`src/rtl/note_pkg.sv`:
```
// Shared constants for the note tracker: semitone boundary ROM, result encoding, FSM states.
package note_pkg;

  localparam int EDGE_N       = 65;
  localparam int MIDI_BASE    = 33;
  localparam int SEARCH_STEPS = 6;

  // EDGE[i] = round(55 * 2^((i - 0.5) / 12)): lower bound of note i, upper bound of note i-1
  localparam logic [11:0] EDGE [0:EDGE_N-1] = '{
    12'd53,   12'd57,   12'd60,   12'd64,   12'd67,   12'd71,   12'd76,   12'd80,
    12'd85,   12'd90,   12'd95,   12'd101,  12'd107,  12'd113,  12'd120,  12'd127,
    12'd135,  12'd143,  12'd151,  12'd160,  12'd170,  12'd180,  12'd190,  12'd202,
    12'd214,  12'd226,  12'd240,  12'd254,  12'd269,  12'd285,  12'd302,  12'd320,
    12'd339,  12'd359,  12'd381,  12'd403,  12'd427,  12'd453,  12'd480,  12'd508,
    12'd539,  12'd571,  12'd605,  12'd640,  12'd679,  12'd719,  12'd762,  12'd807,
    12'd855,  12'd906,  12'd960,  12'd1017, 12'd1077, 12'd1141, 12'd1209, 12'd1281,
    12'd1357, 12'd1438, 12'd1523, 12'd1614, 12'd1710, 12'd1812, 12'd1919, 12'd2033,
    12'd2154
  };

  // Frame result: 0..63 is a note index, 64 means silence / out of range
  localparam logic [6:0] SILENCE = 7'd64;

  typedef enum logic [1:0] {
    S_IDLE,
    S_RANGE,
    S_SEARCH,
    S_UPDATE
  } state_t;

endpackage

```
`src/rtl/note_search.sv`:
```
// Range check plus fixed 6-step binary search of a frequency over the boundary ROM.
module note_search
  import note_pkg::*;
#(
  parameter int FREQ_W = 17,
  parameter int NOTE_W = 6
) (
  input  logic              clk,
  input  logic              reset,
  input  logic              start,
  input  logic [FREQ_W-1:0] f,
  output logic              done,
  output logic [NOTE_W-1:0] idx,
  output logic              oor
);

  logic       active;
  logic [2:0] step;
  logic [6:0] lo;
  logic [6:0] hi;
  logic [6:0] mid;
  logic       ge_mid;
  logic       below;
  logic       above;

  assign mid    = 7'(({1'b0, lo} + {1'b0, hi}) >> 1);
  assign ge_mid = f >= FREQ_W'(EDGE[mid]);
  assign below  = (f == '0) || (f < FREQ_W'(EDGE[0]));
  assign above  = f >= FREQ_W'(EDGE[EDGE_N-1]);
  assign done   = active && (step == 3'(SEARCH_STEPS - 1));
  assign idx    = lo[NOTE_W-1:0];

  always_ff @(posedge clk or negedge reset) begin
    if (!reset) begin
      active <= 1'b0;
      step   <= '0;
    end else if (start) begin
      active <= 1'b1;
      step   <= '0;
    end else if (active) begin
      step <= step + 3'd1;
      if (done) active <= 1'b0;
    end
  end

  // Out-of-range frames still run the six step slots untouched, keeping latency constant
  always_ff @(posedge clk) begin
    if (start) begin
      oor <= below || above;
      lo  <= 7'd0;
      hi  <= 7'd64;
    end else if (active && !oor) begin
      if (ge_mid) lo <= mid;
      else        hi <= mid;
    end
  end

endmodule

```
`src/rtl/note_tracker.sv`:
```
// Frame sequencing, debounce across frames, hold timeout and output registers for the note tracker.
module note_tracker
  import note_pkg::*;
#(
  parameter int FREQ_W     = 17,
  parameter int NOTE_W     = 6,
  parameter int STABLE_CNT = 3,
  parameter int TIMEOUT    = 4800000
) (
  input  logic              clk,
  input  logic              reset,
  input  logic              note_dec,
  input  logic [FREQ_W-1:0] frequency,
  output logic              busy,
  output logic              note_valid,
  output logic [NOTE_W-1:0] note_idx,
  output logic [6:0]        midi_note,
  output logic              note_change,
  output logic              out_of_range
);

  localparam int CNT_W = $clog2(STABLE_CNT + 1);
  localparam int TO_W  = $clog2(TIMEOUT + 1);

  state_t            state;
  state_t            state_nxt;
  logic              accept;
  logic              start;
  logic [FREQ_W-1:0] f_q;
  logic              srch_done;
  logic [NOTE_W-1:0] srch_idx;
  logic              srch_oor;
  logic [6:0]        result;
  logic [6:0]        cand;
  logic [6:0]        cand_nxt;
  logic [6:0]        held;
  logic [CNT_W-1:0]  cnt;
  logic [CNT_W-1:0]  cnt_nxt;
  logic              commit;
  logic [TO_W-1:0]   to_cnt;
  logic              timeout_hit;

  function automatic logic [CNT_W-1:0] sat_inc(input logic [CNT_W-1:0] c);
    return (c >= CNT_W'(STABLE_CNT)) ? CNT_W'(STABLE_CNT) : CNT_W'(c + 1'b1);
  endfunction

  note_search #(
    .FREQ_W(FREQ_W),
    .NOTE_W(NOTE_W)
  ) u_search (
    .clk  (clk),
    .reset(reset),
    .start(start),
    .f    (f_q),
    .done (srch_done),
    .idx  (srch_idx),
    .oor  (srch_oor)
  );

  assign busy = (state != S_IDLE);

  always_comb begin
    state_nxt = state;
    accept    = 1'b0;
    start     = 1'b0;
    case (state)
      S_IDLE: begin
        if (note_dec) begin
          accept    = 1'b1;
          state_nxt = S_RANGE;
        end
      end
      S_RANGE: begin
        start     = 1'b1;
        state_nxt = S_SEARCH;
      end
      S_SEARCH: begin
        if (srch_done) state_nxt = S_UPDATE;
      end
      S_UPDATE: state_nxt = S_IDLE;
      default:  state_nxt = S_IDLE;
    endcase
  end

  // Debounce: a result must repeat STABLE_CNT frames before it may replace the held note
  always_comb begin
    result   = srch_oor ? SILENCE : 7'(srch_idx);
    cand_nxt = cand;
    cnt_nxt  = cnt;
    if (result == cand) begin
      cnt_nxt = sat_inc(cnt);
    end else begin
      cand_nxt = result;
      cnt_nxt  = CNT_W'(1);
    end
    held   = note_valid ? 7'(note_idx) : SILENCE;
    commit = (cnt_nxt == CNT_W'(STABLE_CNT)) && (cand_nxt != held);
  end

  assign timeout_hit = !accept && (to_cnt == TO_W'(TIMEOUT - 1));

  always_ff @(posedge clk) begin
    if (accept) f_q <= frequency;
  end

  always_ff @(posedge clk or negedge reset) begin
    if (!reset) begin
      state        <= S_IDLE;
      note_valid   <= 1'b0;
      note_idx     <= '0;
      midi_note    <= '0;
      note_change  <= 1'b0;
      out_of_range <= 1'b0;
      cand         <= SILENCE;
      cnt          <= '0;
      to_cnt       <= '0;
    end else begin
      state       <= state_nxt;
      note_change <= 1'b0;

      if (accept)                         to_cnt <= '0;
      else if (to_cnt != TO_W'(TIMEOUT)) to_cnt <= to_cnt + 1'b1;

      if (state == S_UPDATE) begin
        cand         <= cand_nxt;
        cnt          <= cnt_nxt;
        out_of_range <= srch_oor;
        if (commit) begin
          note_change <= 1'b1;
          if (cand_nxt == SILENCE) begin
            note_valid <= 1'b0;
          end else begin
            note_valid <= 1'b1;
            note_idx   <= cand_nxt[NOTE_W-1:0];
            midi_note  <= 7'(cand_nxt[NOTE_W-1:0]) + 7'(MIDI_BASE);
          end
        end
      end else if (timeout_hit && note_valid) begin
        note_valid  <= 1'b0;
        note_change <= 1'b1;
        cand        <= SILENCE;
        cnt         <= '0;
      end
    end
  end

endmodule

```
`config.mk`:
```
export PLATFORM = sky130hd
export DESIGN_NAME = note_tracker
export DESIGN_NICKNAME = d
export VERILOG_FILES = /design/src/rtl/note_pkg.sv /design/src/rtl/note_search.sv /design/src/rtl/note_tracker.sv
export SDC_FILE = /design/constraint.sdc
export NUM_CORES = 1
export LEC_CHECK = 0
export ABC_AREA = 1
export CAP_MARGIN = 20
export CORE_ASPECT_RATIO = 1.1
export CORE_MARGIN = 4
export CORE_UTILIZATION = 50
export DETAILED_ROUTE_END_ITERATION = 7
export PLACE_DENSITY = 0.72
export RECOVER_POWER = 50
export SYNTH_ARGS = -nofsm -noshare
export SYNTH_HDL_FRONTEND = slang
export SYNTH_SLANG_ARGS = --single-unit
export TNS_END_PERCENT = 30
```
`constraint.sdc`:
```
create_clock -name clk -period 3.6 [get_ports clk]
set_input_delay 0.72 -clock clk [delete_from_list [all_inputs] [get_ports clk]]
set_output_delay 0.72 -clock clk [all_outputs]
set_load 0.01 [all_outputs]
```
==> impl_metrics.py <==
metrics = {
    "outcome": {
        "status": "complete, but fails checks",
        "failed_checks": "max-capacitance violations, max-slew violations",
    },
    "logic_synthesis": {
        "ys.flop_type": "dfrtp_1",
        "synth_area_um2": 5770,
        "synth_cells": 785,
        "synth_nets": 843,
        "yosys_warnings": 0,
        "synth-seq-cells": 86,
        "seq_area_frac_synth_pct": 37.7,
        "yosys.cell_types.count": 48,
        "synth_area_per_cell_um2": 7.35,
        "synth-edff-count": 18,
        "postSynth.asyncResetShare_pct": 62.8,
    },
    "critical_path": {
        "critical-path-slowest-cell": "fa_2",
        "cpPeakStageDelay_ns": 0.68,
        "required_ns": 3.79,
        "setup.worst_path.start_class": "flop",
        "crit_path_max_fanout": 7,
        "crit_path_cell_trace": "nand2_1 -> inv_2 -> fa_2 -> buf_6 -> ha_2 -> nand3_2 -> nand3_2 -> nand3_1 -> nand3_1 -> nand2_1 -> nor2_2 -> ha_1 -> nand2_1 -> nor2_2 -> nand2_1 -> nand3_2 -> nand2_1 -> nand2_1 -> nand2_2 -> nand3_2 -> buf_6 -> nand2_1 -> a21oi_1",
        "cp_top_family": "simple AND/OR/NAND/NOR gates",
        "end_kind": "flop",
        "crit_buf_inv": 3,
        "path_common_cell": "nand2_1",
        "criticalPathCategory": "flop to flop",
        "cp.arrival_ns": 3.58,
    },
    "global_route": {
        "grt_pass1_wl_um": 25000,
        "grt_max_degree": 40,
        "grt-ovfl-total": 0,
        "antenna_found_initial": 0,
        "grt_pass1_vias": 5456,
        "grt_use_total_pct": 22.4,
    },
    "pwr": {
        "leakage_nw": 3.37,
        "clockPowerShare_pct": 26.2,
        "sw_frac_of_total_pct": 37.8,
        "ir_drop_v": 0.000365,
        "finalPower_mw": 3.74,
        "seq_power_share_pct": 34.3,
        "powerDensity_nw_per_um2": 526,
        "p_int_mw": 2.33,
        "p_sw_mw": 1.41,
        "pwr-share-comb_pct": 39.5,
    },
    "timing": {
        "timing_hold_violations_final": 0,
        "fin_crit_ns": 3.39,
        "period_share_pct": 94.1,
        "worstMarginPinSlew_ns": 2.10,
        "fin_tns_setup_ns": 0,
        "relSlewSlack_pct": -40.0,
        "fin_hold_ws_ns": 0.461,
        "finalSetupViolations": 0,
        "finalMaxSlewViolations": 40,
        "clock_skew_ns": 0.00765,
        "max_freq_mhz": 295,
        "rsz0062_at_grt": "yes",
    },
    "finish": {
        "nets": 913,
        "area_delta_synth_final_pct": 23.3,
        "diodes": 0,
        "drive_gt1_share_pct": 15.9,
        "post-route-util_pct": 64.0,
    },
    "floorplan": {
        "core-area_um2": 11100,
        "die_w_um": 110,
        "die-area_um2": 13300,
        "die_h_um": 121,
        "start_util_pct": 51.9,
        "num_io_pins": 37,
        "rows": 40,
    },
    "clocking": {
        "clk_latency_ns": 0.34,
        "cts_sinks": 86,
        "cts-root-buf": "clkbuf_16",
        "cts-buffers-inserted": 9,
        "clk_pin_slew_ns": 0.06,
        "clockBufferDepth": 2,
        "cts_tree": "yes",
        "htree_num_levels": 3,
    },
    "place": {
        "gp_congestion": 0.893,
        "port_buffers": 36,
        "dp_hpwl_um": 10800,
    },
    "drt": {
        "routed_wl_um": 14600,
        "wirelength_met1_um": 6380,
        "via_per_inst": 5.48,
        "vias": 5523,
        "route.detailed.drc": 0,
        "dr.pass1.iters": 5,
        "top_layer_used": "met4",
        "route.met2.wl_um": 7310,
        "avgRoutedWirePerCell_um": 14.5,
        "drt-initial-drc-count": 406,
        "ant_nets": 0,
        "wl_met3_um": 477,
    },
    "hold_path": {
        "min_path_type": "flop to flop",
    },
    "run": {
        "max_cap_viol_count": 1,
    },
}
-- cells by family after synthesis --
group,count (synthesis),synth area share (%)
buffers and inverters,106,7.81
flip-flops,86,37.7
XOR/XNOR,12,1.95
AND/OR/NAND/NOR,436,33.7
adder cells (fa/ha/maj),38,8.37
AO/OA/AOI/OAI,107,10.6
-- state kept, by name, summed over array words and instances (netlist names) --
signal and count:
u_search.lo 7, note_change 1, u_search.oor 1, midi_note 7
note_idx 6, u_search.step 3, note_valid 1, cand 7
out_of_range 1, cnt 2, to_cnt 23, u_search.hi 7
u_search.active 1, f_q 17, state 2
-- power groups by stage --
stage                     logic (mW)  registers, mW  clock network (mW)
after floorplan                0.986           1.26                   0
after global placement          1.33           1.29                   0
after detailed placement        1.37           1.30                   0
after CTS                       1.39           1.28                1.00
after global routing            1.68           1.30                1.05
final                           1.48           1.28               0.983
-- cell usage after synthesis, types with 2 or more instances --
library cell / instances / area share (%)
nand2_1: 214 / 14
nand3_1: 106 / 9.2
inv_1: 78 / 5.1
nor2_1: 59 / 3.8
dfrtp_1: 53 / 23
a21oi_1: 43 / 3.7
ha_1: 37 / 8.0
o21ai_0: 34 / 2.9
edfxtp_1: 18 / 9.4
nand4_1: 17 / 1.8
dfxtp_1: 14 / 4.9
nand2_2: 11 / 1.2
nor3_1: 11 / 0.95
buf_2: 9 / 0.78
xor2_1: 8 / 1.2
o21ai_2: 6 / 0.91
o22ai_1: 6 / 0.65
clkbuf_1: 5 / 0.33
inv_2: 5 / 0.33
nor4_1: 5 / 0.54
nand3_2: 4 / 0.69
buf_4: 3 / 0.39
buf_6: 3 / 0.59
o21ai_1: 3 / 0.26
xnor2_1: 3 / 0.46
a21oi_2: 2 / 0.30
a2bb2oi_1: 2 / 0.30
nand2_4: 2 / 0.39
nor2_2: 2 / 0.22
nor3b_1: 2 / 0.26
o21a_1: 2 / 0.26
o31ai_1: 2 / 0.26
-- timing repair --
action / CTS / global route
resized for setup: 2 / 59
buffers inserted: 0 / 4
gates cloned: 0 / 0
pin swaps: 0 / 14
endpoints found under the setup margin: 7 / 14
hold buffers: 0 / 0
hold endpoints to repair: 0 / 0
-- routing by layer --
| metal | vias up | GRT usage [%] |
|---|---|---|
| li1 | 2749 | - |
| met1 | 2621 | 27.4 |
| met2 | 118 | 39.2 |
| met3 | 35 | 3.45 |
| met4 | 0 | 9.62 |
| met5 | - | 0 |
-- stage by stage --
stage               instances  worst slack, ns  area [um^2]
floorplan                 785           0.0142         5780
global placement          987          0.00974         6510
detailed placement        987          -0.0724         6510
CTS                      1003          0.00745         6830
global route             1007          -0.0651         7110
finish                   1007            0.214         7110
-- worst reg2reg max path, cell delays in order, from the launching register on --
cell     delay [ns]
dfxtp_1        0.31
nand2_1        0.08
inv_2          0.05
fa_2           0.68
buf_6          0.16
ha_2           0.19
nand3_2        0.13
nand3_2        0.12
nand3_1        0.07
nand3_1        0.08
nand2_1        0.06
nor2_2         0.12
ha_1           0.25
nand2_1        0.08
nor2_2         0.05
nand2_1        0.06
nand3_2        0.09
nand2_1        0.07
nand2_1        0.06
nand2_2        0.11
nand3_2        0.10
buf_6          0.20
nand2_1        0.07
a21oi_1        0.06
-- placed cells by master (no fill, tap or decap), types with 27 or more instances in the layout --
cell type | netlist | routed
nand2_1 | 214 | 204
dfrtp_1 | 53 | 53
ha_1 | 37 | 27
o21ai_0 | 34 | 34
nor2_1 | 59 | 56
buf_4 | 3 | 36
nand3_1 | 106 | 95
a21oi_1 | 43 | 39
inv_1 | 78 | 74
-- area by class of cell --
class	count	area, um^2
Clock buffer	12	268
Clock inverter	4	52.6
Fill cell	988	4000
Inverter	86	340
Multi-Input combinational cell	593	3400
Sequential cell	86	2170
Tap cell	147	184
Timing Repair Buffer	79	697
-- worst paths after layout --
kind,startpoint,end,slack (ns),cells past startpoint
max in group asynchronous,reset,u_search.step[0],1.00,2
min,u_search.hi[0],u_search.hi[0],0.46,2
max reg2reg,u_search.hi[0],u_search.hi[4],0.21,23
max,u_search.hi[0],u_search.hi[4],0.21,23
min in group asynchronous,reset,note_idx[1],0.98,1
min reg2reg,u_search.hi[0],u_search.hi[0],0.46,2
Power figures use the tool's default switching activity.
